File: config.mk
export PLATFORM = sky130hd
export DESIGN_NAME = compare_serial
export DESIGN_NICKNAME = d
export VERILOG_FILES = /design/src/rtl/cmp_pkg.sv /design/src/rtl/add_digit.sv /design/src/rtl/compare_serial.sv
export SDC_FILE = /design/constraint.sdc
export NUM_CORES = 1
export LEC_CHECK = 0
export ABC_AREA = 0
export CORE_MARGIN = 2
export CORE_UTILIZATION = 35
export DETAILED_ROUTE_END_ITERATION = 10
export SYNTH_ARGS = -nofsm -noshare
export SYNTH_HDL_FRONTEND = slang
export SYNTH_SLANG_ARGS = --single-unit
export TNS_END_PERCENT = 5
File: constraint.sdc
create_clock -name clk -period 4.63 [get_ports clk]
set_clock_uncertainty 0.2 [all_clocks]
set_input_delay 0.926 -clock clk [delete_from_list [all_inputs] [get_ports clk]]
set_output_delay 0.926 -clock clk [all_outputs]
set_load 0.005 [all_outputs]
File: src/rtl/cmp_pkg.sv
// Shared definitions for the digit-serial comparator: operation codes, FSM
// states and the parameter legality check used at elaboration.
package cmp_pkg;

    typedef enum logic [2:0] {
        OP_SLT  = 3'd0,
        OP_SLTU = 3'd1,
        OP_SEQ  = 3'd2,
        OP_SNE  = 3'd3,
        OP_SGE  = 3'd4,
        OP_SGEU = 3'd5,
        OP_MIN  = 3'd6,
        OP_MAX  = 3'd7
    } op_e;

    typedef enum logic [1:0] {
        ST_IDLE = 2'd0,
        ST_RUN  = 2'd1,
        ST_DONE = 2'd2
    } state_e;

    // The operand must split into a whole number of digits.
    function automatic bit params_legal(input int width, input int digit);
        return (digit > 32'sd0) && (width >= digit) && ((width % digit) == 32'sd0);
    endfunction

endpackage

File: src/rtl/add_digit.sv
// One digit slice of the serial subtractor: a DIGIT-bit ripple adder that also
// exposes the carry into its top bit for signed overflow detection.
module add_digit #(
    parameter int DIGIT = 8
) (
    input  logic [DIGIT-1:0] a,
    input  logic [DIGIT-1:0] b,
    input  logic             carry_in,
    output logic [DIGIT-1:0] sum,
    output logic             carry_out,
    output logic             carry_into_msb
);

    logic [DIGIT:0] c_s;

    // Ripple carry chain across the digit.
    always_comb begin
        c_s    = '0;
        sum    = '0;
        c_s[0] = carry_in;
        for (int i = 0; i < DIGIT; i++) begin
            sum[i]   = a[i] ^ b[i] ^ c_s[i];
            c_s[i+1] = (a[i] & b[i]) | (a[i] & c_s[i]) | (b[i] & c_s[i]);
        end
    end

    assign carry_out      = c_s[DIGIT];
    assign carry_into_msb = c_s[DIGIT-1];

endmodule

File: src/rtl/compare_serial.sv
// Digit-serial compare unit: computes a - b one digit per cycle, then derives
// signed/unsigned/equality results (or MIN/MAX selection) from the final flags.
module compare_serial
    import cmp_pkg::*;
#(
    parameter int WIDTH = 32,
    parameter int DIGIT = 8
) (
    input  logic             clk,
    input  logic             rst,
    input  logic             in_valid,
    output logic             in_ready,
    input  logic [WIDTH-1:0] operand_a,
    input  logic [WIDTH-1:0] operand_b,
    input  logic [2:0]       op,
    output logic             out_valid,
    input  logic             out_ready,
    output logic [WIDTH-1:0] cmp_res
);

    localparam int N  = WIDTH / DIGIT;
    localparam int CW = (N > 1) ? $clog2(N) : 1;

    generate
        if (!params_legal(WIDTH, DIGIT)) begin : g_bad_params
            $error("compare_serial: WIDTH must be a positive multiple of DIGIT");
        end
    endgenerate

    state_e           state_r;
    state_e           state_s;
    op_e              op_r;
    logic [WIDTH-1:0] a_r;
    logic [WIDTH-1:0] b_r;
    logic [WIDTH-1:0] a_sh_r;
    logic [WIDTH-1:0] nb_sh_r;
    logic [WIDTH-1:0] res_r;
    logic [WIDTH-1:0] res_s;
    logic [CW-1:0]    cnt_r;
    logic             carry_r;
    logic             eq_r;
    logic [DIGIT-1:0] sum_s;
    logic             cout_s;
    logic             cim_s;
    logic             last_s;
    logic             ovf_s;
    logic             slt_s;
    logic             ult_s;
    logic             eq_s;

    // Low digit of a plus low digit of ~b; the initial carry of 1 completes a - b.
    add_digit #(.DIGIT(DIGIT)) u_add_digit (
        .a              (a_sh_r[DIGIT-1:0]),
        .b              (nb_sh_r[DIGIT-1:0]),
        .carry_in       (carry_r),
        .sum            (sum_s),
        .carry_out      (cout_s),
        .carry_into_msb (cim_s)
    );

    assign last_s    = (cnt_r == CW'(N - 1));
    assign in_ready  = (state_r == ST_IDLE);
    assign out_valid = (state_r == ST_DONE);
    assign cmp_res   = res_r;

    // State register.
    always_ff @(posedge clk) begin
        if (rst) begin
            state_r <= ST_IDLE;
        end else begin
            state_r <= state_s;
        end
    end

    // Next-state decode.
    always_comb begin
        state_s = state_r;
        case (state_r)
            ST_IDLE: begin
                if (in_valid) state_s = ST_RUN;
                else          state_s = ST_IDLE;
            end
            ST_RUN: begin
                if (last_s) state_s = ST_DONE;
                else        state_s = ST_RUN;
            end
            ST_DONE: begin
                if (out_ready) state_s = ST_IDLE;
                else           state_s = ST_DONE;
            end
            default: state_s = ST_IDLE;
        endcase
    end

    // Flags are only meaningful on the last digit, when sum_s holds the MSB digit.
    always_comb begin
        ovf_s = cim_s ^ cout_s;
        slt_s = sum_s[DIGIT-1] ^ ovf_s;
        ult_s = ~cout_s;
        eq_s  = eq_r & (sum_s == '0);
        res_s = '0;
        case (op_r)
            OP_SLT:  res_s = {{(WIDTH-1){1'b0}}, slt_s};
            OP_SLTU: res_s = {{(WIDTH-1){1'b0}}, ult_s};
            OP_SEQ:  res_s = {{(WIDTH-1){1'b0}}, eq_s};
            OP_SNE:  res_s = {{(WIDTH-1){1'b0}}, ~eq_s};
            OP_SGE:  res_s = {{(WIDTH-1){1'b0}}, ~slt_s};
            OP_SGEU: res_s = {{(WIDTH-1){1'b0}}, ~ult_s};
            OP_MIN:  res_s = slt_s ? a_r : b_r;
            OP_MAX:  res_s = slt_s ? b_r : a_r;
            default: res_s = '0;
        endcase
    end

    // Operand capture, digit shifting and result register.
    always_ff @(posedge clk) begin
        if (rst) begin
            op_r    <= OP_SLT;
            a_r     <= '0;
            b_r     <= '0;
            a_sh_r  <= '0;
            nb_sh_r <= '0;
            res_r   <= '0;
            cnt_r   <= '0;
            carry_r <= 1'b0;
            eq_r    <= 1'b0;
        end else begin
            case (state_r)
                ST_IDLE: begin
                    if (in_valid) begin
                        op_r    <= op_e'(op);
                        a_r     <= operand_a;
                        b_r     <= operand_b;
                        a_sh_r  <= operand_a;
                        nb_sh_r <= ~operand_b;
                        cnt_r   <= '0;
                        carry_r <= 1'b1;
                        eq_r    <= 1'b1;
                    end
                end
                ST_RUN: begin
                    a_sh_r  <= a_sh_r >> DIGIT;
                    nb_sh_r <= nb_sh_r >> DIGIT;
                    carry_r <= cout_s;
                    eq_r    <= eq_s;
                    cnt_r   <= cnt_r + CW'(1);
                    if (last_s) begin
                        res_r <= res_s;
                    end
                end
                ST_DONE: begin
                end
                default: begin
                end
            endcase
        end
    end

endmodule

== After elaboration in Yosys (flattened, before gate mapping) ==
Index checks and enable logic that the tools add are counted.
W data, S select, Z words.
Storage, ports and cells
  register bits after elaboration: 169
  output and inout port bits: 34
Operators by class
  add/sub/neg operators: 1
  equal/unequal tests: 11
  mux-type cells: 16
  bitwise logic cells: 63
  reduce and logical (&&, ||, !) cells: 7
Operators by type and width (count)
  $pmux W32 S8: 1
  $mux W32: 4
  $pmux W32 S2: 2
  $not A32 Y32: 1
  $and A1 B1 Y1: 25
  $xor A1 B1 Y1: 18
  $or A1 B1 Y1: 16
  $eq A3 B3 Y1 const B: 4
  $logic_not A8 Y1: 1
  $eq A3 B2 Y1 const B: 2
  $mux W2: 3
  $pmux W2 S3: 1
  $reduce_and A2 Y1: 3
  $eq A2 B2 Y1 const B: 2
  $pmux W1 S2: 2
  $pmux W2 S2: 1
  $eq A3 B1 Y1 const B: 1
  $logic_not A3 Y1: 1
  $not A1 Y1: 3
  $add A2 B1 Y2 const B: 1
  $eq A2 B1 Y1 const B: 1
  $logic_not A2 Y1: 1
  $mux W1: 2
  $ne A2 B2 Y1 const B: 1
  $reduce_bool A2 Y1: 1

== Depth between registers and ports, before layout ==
Gate-level depths: netlist of the first run.
  depth after elaboration: 28
  depth in mapped cells: 16

== Hierarchy ==
From an unflattened synthesis of the first run, not the netlist that was laid out.
Second synthesis, totals
  cell total of the unflattened synthesis: 748
  area, all modules: 6389.9 µm²
Modules (own cells, without submodules)
  compare_serial: times used 1, cells an instance 730, area an instance 6192.2 µm², sequential area each 3383.2 µm²
  add_digit: times used 1, cells an instance 18, area an instance 197.7 µm², sequential area each 0.0 µm²

== Worst setup path after synthesis of the first run ==
No wires, ideal clock.
  path kind: reg-to-reg
  from: register a_sh_r[0]
  to: register res_r[0], in the netlist cmp_res[0]
  library setup time: 0.060 ns
  data arrival time: 4.160 ns
  data required time: 4.370 ns
  slack: 0.209 ns
  cell stages (with the launch flop): 16
  clock period less this slack: 4.421 ns
  path through: dfxtp_1 > inv_1 > fa_1 > inv_1 > fa_1 > fa_1 > fa_1 > fa_1 > fa_1 > fa_1 > inv_1 > fa_1 > or4bb_1 > or4_1 > a21oi_1 > o221a_1
Between the ends
  word-level cells in the longest chain between the ends: 28
  elaborated cells on any way between the ends: 51
  those cells by class: 3 x mux; 47 x bitwise; 1 x reduce/logical
RTL lines
  start: declaration: RTL line compare_serial.sv:35  | logic [WIDTH-1:0] a_sh_r;
  start signal: assignment: RTL line compare_serial.sv:134  | a_sh_r <= operand_a;
  start signal: assignment: RTL line compare_serial.sv:142  | a_sh_r <= a_sh_r >> DIGIT;
  $and A1 B1 Y1: RTL line add_digit.sv:23  | c_s[i+1] = (a[i] & b[i]) | (a[i] & c_s[i]) | (b[i] & c_s[i]);
  $or A1 B1 Y1 (2 in series): RTL line add_digit.sv:23
  $and A1 B1 Y1: RTL line add_digit.sv:23
  $or A1 B1 Y1 (2 in series): RTL line add_digit.sv:23
  $and A1 B1 Y1: RTL line add_digit.sv:23
  $or A1 B1 Y1 (2 in series): RTL line add_digit.sv:23
  $and A1 B1 Y1: RTL line add_digit.sv:23
  $or A1 B1 Y1 (2 in series): RTL line add_digit.sv:23
  [6 not listed]
  $and A1 B1 Y1: RTL line add_digit.sv:23
  $or A1 B1 Y1 (2 in series): RTL line add_digit.sv:23
  $and A1 B1 Y1: RTL line add_digit.sv:23
  $or A1 B1 Y1 (2 in series): RTL line add_digit.sv:23
  $xor A1 B1 Y1: RTL line compare_serial.sv:97  | ovf_s = cim_s ^ cout_s;
  $xor A1 B1 Y1: RTL line compare_serial.sv:98  | slt_s = sum_s[DIGIT-1] ^ ovf_s;
  $mux W32, or another cell as far along: RTL line compare_serial.sv:110  | OP_MAX: res_s = slt_s ? b_r : a_r;
  $pmux W32 S8 (*): RTL line compare_serial.sv:102  | case (op_r)
  end signal: assignment: RTL line compare_serial.sv:148  | res_r <= res_s;
  end: declaration: RTL line compare_serial.sv:37  | logic [WIDTH-1:0] res_r;
Mark *: on every way between the ends. The rest lies on a longest branch, timed or not.
A chain may end at the register's enable or synchronous reset.

== Final worst setup path of the first run ==
Ends and elaborated chain as after synthesis.

==> flow_summary.toml, run 1 <==
[synthesis]
synth_largest_area_cell = "dfxtp_1"
syn-num-nets = 925
yosysUniqueCellTypes = 36
async_flop_share_pct = 0
yosys_warnings = 0
synth_edf_count = 0
synth_top_area_share_pct = 49.2
yosys_register_bits = 169
yosysSeqAreaShare_pct = 49.2
avgSynthCellArea_um2 = 8.14
synth_cells = 844
synth_area_leaders = "dfxtp_1 49%, nand2_1 12%, a21oi_1 8.7%, and4_1 3.8%, clkbuf_1 3.5%"
synthFlopType = "dfxtp_1"
synth.cell_area_um2 = 6870

[sta]
period_share_pct = 96.3
fin_ws_ns = 0.173
fmax_ghz = 0.224
drv_slew = 0
min_period_ns = 4.46
finalSetupViolCount = 0
tns_ns = 0
timing.hold.ws_ns = 0.249
max-slew-margin-rel_pct = 40.2
hold_viol_final = 0
tightest_slew_ns = 0.896
rsz0062_at_grt = "no"

[grt]
grt_max_degree = 84
gr-total-overflow = 0
antenna_found_initial = 0
grt_usage_pct = 19.3
first_global_vias = 5542
grt_pass1_wl_um = 30700

[drt]
wire_per_inst_um = 16.6
first_pass_iters = 5
route.detailed.drc = 0
via_count = 6079
viasPerCell = 5.12
drtAntennaViolNets = 0
drt_iter0_markers = 438
wl_um = 19800

[cells_and_area]
layout-drive-gt1-share_pct = 7.26
nFillCells = 1923
final_cell_mix = "224 x nand2_1, 169 x dfxtp_1, 118 x a21oi_1"
n_antenna_cell = 0
area_growth_pct = 27.6
fin_nets = 991
final_cell_area_um2 = 8770
final_common_cell = "nand2_1"

[die]
io_pins = 105
core_area_um2 = 19300
dieArea_um2 = 20800
die_w_um = 144
die_y_um = 144
row_count = 51
initial_core_util_pct = 35.5

[setup_path]
arrival_ns = 4.64
end_kind = "flip-flop"
slowest_delay_ns = 0.46
cp_data_required_time_ns = 4.81
reg2reg_from = "a_sh_r[0]$_SDFFE_PP0P_"
r2r_end = "cmp_res[0]$_SDFFE_PP0P_"
crit_top_cell = "fa_2"
cp_max_fo = 3
ff2ff_setup_slack_ns = 0.17
crit_type = "reg -> reg"
cp-start-kind = "flip-flop"
critPathTopFamily = "adder cells"
crit_slowest_cell = "or4bb_4"
worstRegToRegCells = 15
worst-path-buf-inv = 3
crit_path_start = "a_sh_r[0]$_SDFFE_PP0P_"
cp_cell_sequence = "inv_1 > fa_1 > inv_1 > fa_1 > fa_2 > fa_2 > fa_2 > fa_2 > fa_2 > inv_2 > fa_2 > or4bb_4 > or4_4 > a21oi_2 > o221a_1"

[clock_tree]
root_buffer = "clkbuf_16"
htree_levels = 4
clkLatencyLatePin_ns = 0.43
path_clk_slew_ns = 0.07
cts_tree = "yes"
cts_hold_buf = 0
numCtsBuffers = 17
clockBufferDepth = 2
cts.sinks = 169

[power_and_ir_drop]
p_seq_share_pct = 46.0
power_mw = 3.44
power_density_nw_per_um2 = 393
comb_power_share_pct = 11.8
netSwitchingFraction_pct = 25.9
power.internal_mw = 2.55
power.share.clock_pct = 42.2
p_leak_nw = 3.06
vdd_drop_max_mv = 0.244
switchingPower_mw = 0.892

[placement]
placed_area_um2 = 8140
finalWeightedCongestion = 0.823
hpwl_um = 13300
dp_slack_ns = 0.0491
io_buffer_count = 104

[flow_run]
maxCapViolations = 0

[worst_hold_path]
min-delay-start = "a_r[11]$_SDFFE_PP0P_"
whs_endpoint = "a_r[11]$_SDFFE_PP0P_"
whs_path_depth = 2
hold_class = "reg -> reg"

[status]
status = "finished clean"
-- synthesized netlist by cell type (2+ instances only) --
cell      count
nor3b_1      31
nand2_1     224
o21ai_0      32
nor3_1        2
a221oi_1     24
inv_1        10
nor2_1       57
dfxtp_1     169
mux2i_1       2
buf_2         7
a31oi_1      24
fa_1          9
and4_1       30
a21oi_1     119
clkbuf_1     64
nand2b_1     11
nor2b_1       2
nand3_1       9
-- stage by stage --
step                      utilization (%)  std cells
final                                45.3       1188
after global placement               42.1       1156
after detailed placement             42.1       1156
after global routing                 45.3       1188
after CTS                            45.2       1188
after floorplan                         -        844
-- kinds of logic (layout without fill, tap and decap cells) --
kind of cell,after synthesis,count (layout),synth area share [%]
fa+ha+maj,10,10,2.80
buf+inv,84,163,4.90
mux,3,3,0.455
flops,169,169,49.2
simple gates,373,373,25.5
xor+xnor,1,1,0.237
compound gates,204,204,16.9
-- worst register-to-register path, stage by stage (launching register included) --
cell and delay, ns:
dfxtp_1 0.31, inv_1 0.08, fa_1 0.17, inv_1 0.05, fa_1 0.38, fa_2 0.36, fa_2 0.35, fa_2 0.34
fa_2 0.34, fa_2 0.34, inv_2 0.08, fa_2 0.19, or4bb_4 0.46, or4_4 0.43, a21oi_2 0.14, o221a_1 0.17
-- cell type report --
cell class | count | area [um^2] | area share (%)
multi-input combinational | 591 | 3210 | 36.6
timing repair buffer | 121 | 1200 | 13.7
inverter | 10 | 37.5 | 0.428
clock inverter | 15 | 174 | 1.98
tap | 265 | 332 | 3.78
clock buffer | 17 | 425 | 4.85
sequential | 169 | 3380 | 38.6
-- metal layers --
metal / up-vias / share of wire (%) / track usage [%]
li1: 3018 / - / -
met1: 2874 / 49 / 28.3
met2: 168 / 45 / 28.6
met3: 19 / 4.9 / 3.44
met4: 0 / 1.6 / 6.66
met5: - / 0 / 0
-- sequential cells by signal (all words and copies together) (netlist names) --
name and flops:
a_r 32, a_sh_r 32, b_r 32, cmp_res 32, nb_sh_r 32, op_r 3
cnt_r 2, state_r 2, carry_r 1, eq_r 1
-- how the worst max path moves through the flow --
| stage | to | cells past startpoint |
|---|---|---|
| after CTS | cmp_res[0]$_SDFFE_PP0P_ | 15 |
| after global routing | cmp_res[0]$_SDFFE_PP0P_ | 15 |
| final | cmp_res[0]$_SDFFE_PP0P_ | 15 |
| after floorplan | cmp_res[0]$_SDFFE_PP0P_ | 15 |
| after global placement | cmp_res[0]$_SDFFE_PP0P_ | 15 |
| after detailed placement | cmp_res[0]$_SDFFE_PP0P_ | 15 |
-- power by group through the flow --
stage	logic [mW]	registers [mW]	clock network (mW)
6_report	0.406	1.59	1.45
5_1_grt	0.449	1.59	1.53
4_1_cts	0.403	1.58	1.48
3_5_place_dp	0.402	1.62	0
3_3_place_gp	0.396	1.61	0
2_1_floorplan	0.241	1.60	0
-- timing repair --
item	in CTS	in global routing
gates resized for setup	0	10
buffers inserted	0	0
endpoints found under the setup margin	0	32
(Power assumes the default switching activity.)
==> run 2, diff against run 1 <==
- GPL_TIMING_DRIVEN: not set -> 0
==> flow_summary.toml, run 2 (synthesized netlist as in run 1, its figures left out) <==
[sta]
drv_slew = 0
tightest_slew_ns = 0.729
max-slew-margin-rel_pct = 51.2
timing.hold.ws_ns = 0.251
finalSetupViolCount = 0
hold_viol_final = 0
period_share_pct = 97.0
min_period_ns = 4.49
fmax_ghz = 0.223

[clock_tree]
path_clk_slew_ns = 0.07
root_buffer = "clkbuf_16"
htree_levels = 4
clockBufferDepth = 2
cts_hold_buf = 0
cts_tree = "yes"
numCtsBuffers = 17
cts.sinks = 169
clkLatencyLatePin_ns = 0.44

[grt]
grt_pass1_wl_um = 33100
antenna_found_initial = 0
grt_max_degree = 17
gr-total-overflow = 0
first_global_vias = 5978
grt_usage_pct = 21.2

[setup_path]
crit_path_end = "cmp_res[0]$_SDFFE_PP0P_"
arrival_ns = 4.67
crit_top_cell = "fa_2"
cp_max_fo = 3
crit_type = "reg -> reg"
worstRegToRegCells = 15
reg2reg_from = "nb_sh_r[0]$_SDFFE_PP0P_"
r2r_end = "cmp_res[0]$_SDFFE_PP0P_"
cp_cell_sequence = "inv_1 > fa_1 > inv_1 > fa_1 > fa_2 > fa_2 > fa_2 > fa_2 > fa_2 > inv_2 > fa_2 > or4bb_4 > or4_4 > a21oi_2 > o221a_1"
cp_data_required_time_ns = 4.81
crit_path_start = "nb_sh_r[0]$_SDFFE_PP0P_"
ff2ff_setup_slack_ns = 0.14
cp-start-kind = "flip-flop"
end_kind = "flip-flop"
slowest_delay_ns = 0.47
crit_slowest_cell = "or4bb_4"

[placement]
io_buffer_count = 103
hpwl_um = 16300
finalWeightedCongestion = 0.862

[cells_and_area]
n_antenna_cell = 0
nFillCells = 1925
final_common_cell = "nand2_1"
fin_nets = 1047
final_cell_mix = "224 x nand2_1, 169 x dfxtp_1, 118 x a21oi_1"
layout-drive-gt1-share_pct = 6.44
area_growth_pct = 30.1

[drt]
via_count = 6364
drt_iter0_markers = 588
first_pass_iters = 5
route.detailed.drc = 0
wire_per_inst_um = 17.2
drtAntennaViolNets = 0
viasPerCell = 5.12
wl_um = 21400

[die]
row_count = 51
core_area_um2 = 19300
io_pins = 105
die_y_um = 144
die_w_um = 144
initial_core_util_pct = 35.5
dieArea_um2 = 20800

[power_and_ir_drop]
vdd_drop_max_mv = 0.227
p_leak_nw = 3.10
power_mw = 3.56
netSwitchingFraction_pct = 25.9
comb_power_share_pct = 11.7
power.internal_mw = 2.64
power_density_nw_per_um2 = 398
switchingPower_mw = 0.920
p_seq_share_pct = 44.5
power.share.clock_pct = 43.7

[worst_hold_path]
hold_class = "reg -> reg"

[flow_run]
maxCapViolations = 0

[status]
status = "finished clean"
[run 2: how the worst min path moves through the flow]
stage,start,endpoint,depth (start not counted)
global route,a_r[17]$_SDFFE_PP0P_,a_r[17]$_SDFFE_PP0P_,2
global placement,a_r[15]$_SDFFE_PP0P_,a_r[15]$_SDFFE_PP0P_,2
CTS,a_r[15]$_SDFFE_PP0P_,a_r[15]$_SDFFE_PP0P_,2
finish,a_r[15]$_SDFFE_PP0P_,a_r[15]$_SDFFE_PP0P_,2
detailed placement,a_r[15]$_SDFFE_PP0P_,a_r[15]$_SDFFE_PP0P_,2
floorplan,a_r[10]$_SDFFE_PP0P_,a_r[10]$_SDFFE_PP0P_,2
[run 2: cell type report]
| class | instances | area, um^2 | share of cell area (%) |
|---|---|---|---|
| multi-input combinational | 591 | 3190 | 35.7 |
| clock buffer | 19 | 453 | 5.07 |
| timing repair buffer | 103 | 1030 | 11.5 |
| buffer | 74 | 318 | 3.55 |
| sequential | 169 | 3380 | 37.8 |
| inverter | 10 | 37.5 | 0.420 |
| clock inverter | 13 | 193 | 2.16 |
| tap | 265 | 332 | 3.71 |
[run 2: power by group through the flow]
stage	combinational [mW]	sequential (mW)	clock (mW)
6_report	0.417	1.58	1.56
5_1_grt	0.460	1.59	1.63
4_1_cts	0.411	1.58	1.56
3_5_place_dp	0.400	1.61	0
3_3_place_gp	0.397	1.61	0
2_1_floorplan	0.241	1.60	0
[run 2: critical path, delay by kind of cell (launching register included)]
family / cells / cell delay, ns
adders and majority gates: 8 / 2.48
DFF: 1 / 0.31
buffers and inverters: 3 / 0.23
and+or+nand+nor: 2 / 0.90
AOI/OAI and AO/OA: 2 / 0.33
[run 2: metrics by stage]
step           setup TNS [ns]  cell area (um^2)  instances  util (%)  worst slack (ns)
2_1_floorplan               0              6870        844         -             0.209
3_3_place_gp            -1.53              8230       1212      42.6            -0.176
3_5_place_dp            -2.55              8230       1212      42.6            -0.198
4_1_cts                -0.202              8910       1244      46.1           -0.0463
5_1_grt               -0.0181              8940       1244      46.2           -0.0181
6_report                    0              8940       1244      46.2             0.139
[run 2: layer usage]
| metal | track usage [%] | share of wire [%] | routed length [um] |
|---|---|---|---|
| met1 | 29.5 | 47 | 10200 |
| met2 | 33.8 | 46 | 9770 |
| met3 | 3.64 | 5.4 | 1160 |
| met4 | 6.24 | 1.5 | 316 |
| met5 | 0 | 0 | 0 |
[run 2: repair_timing]
action	4_1_cts	5_1_grt
gates resized for setup	10	13
endpoints found under the setup margin	31	32
setup buffers	0	0
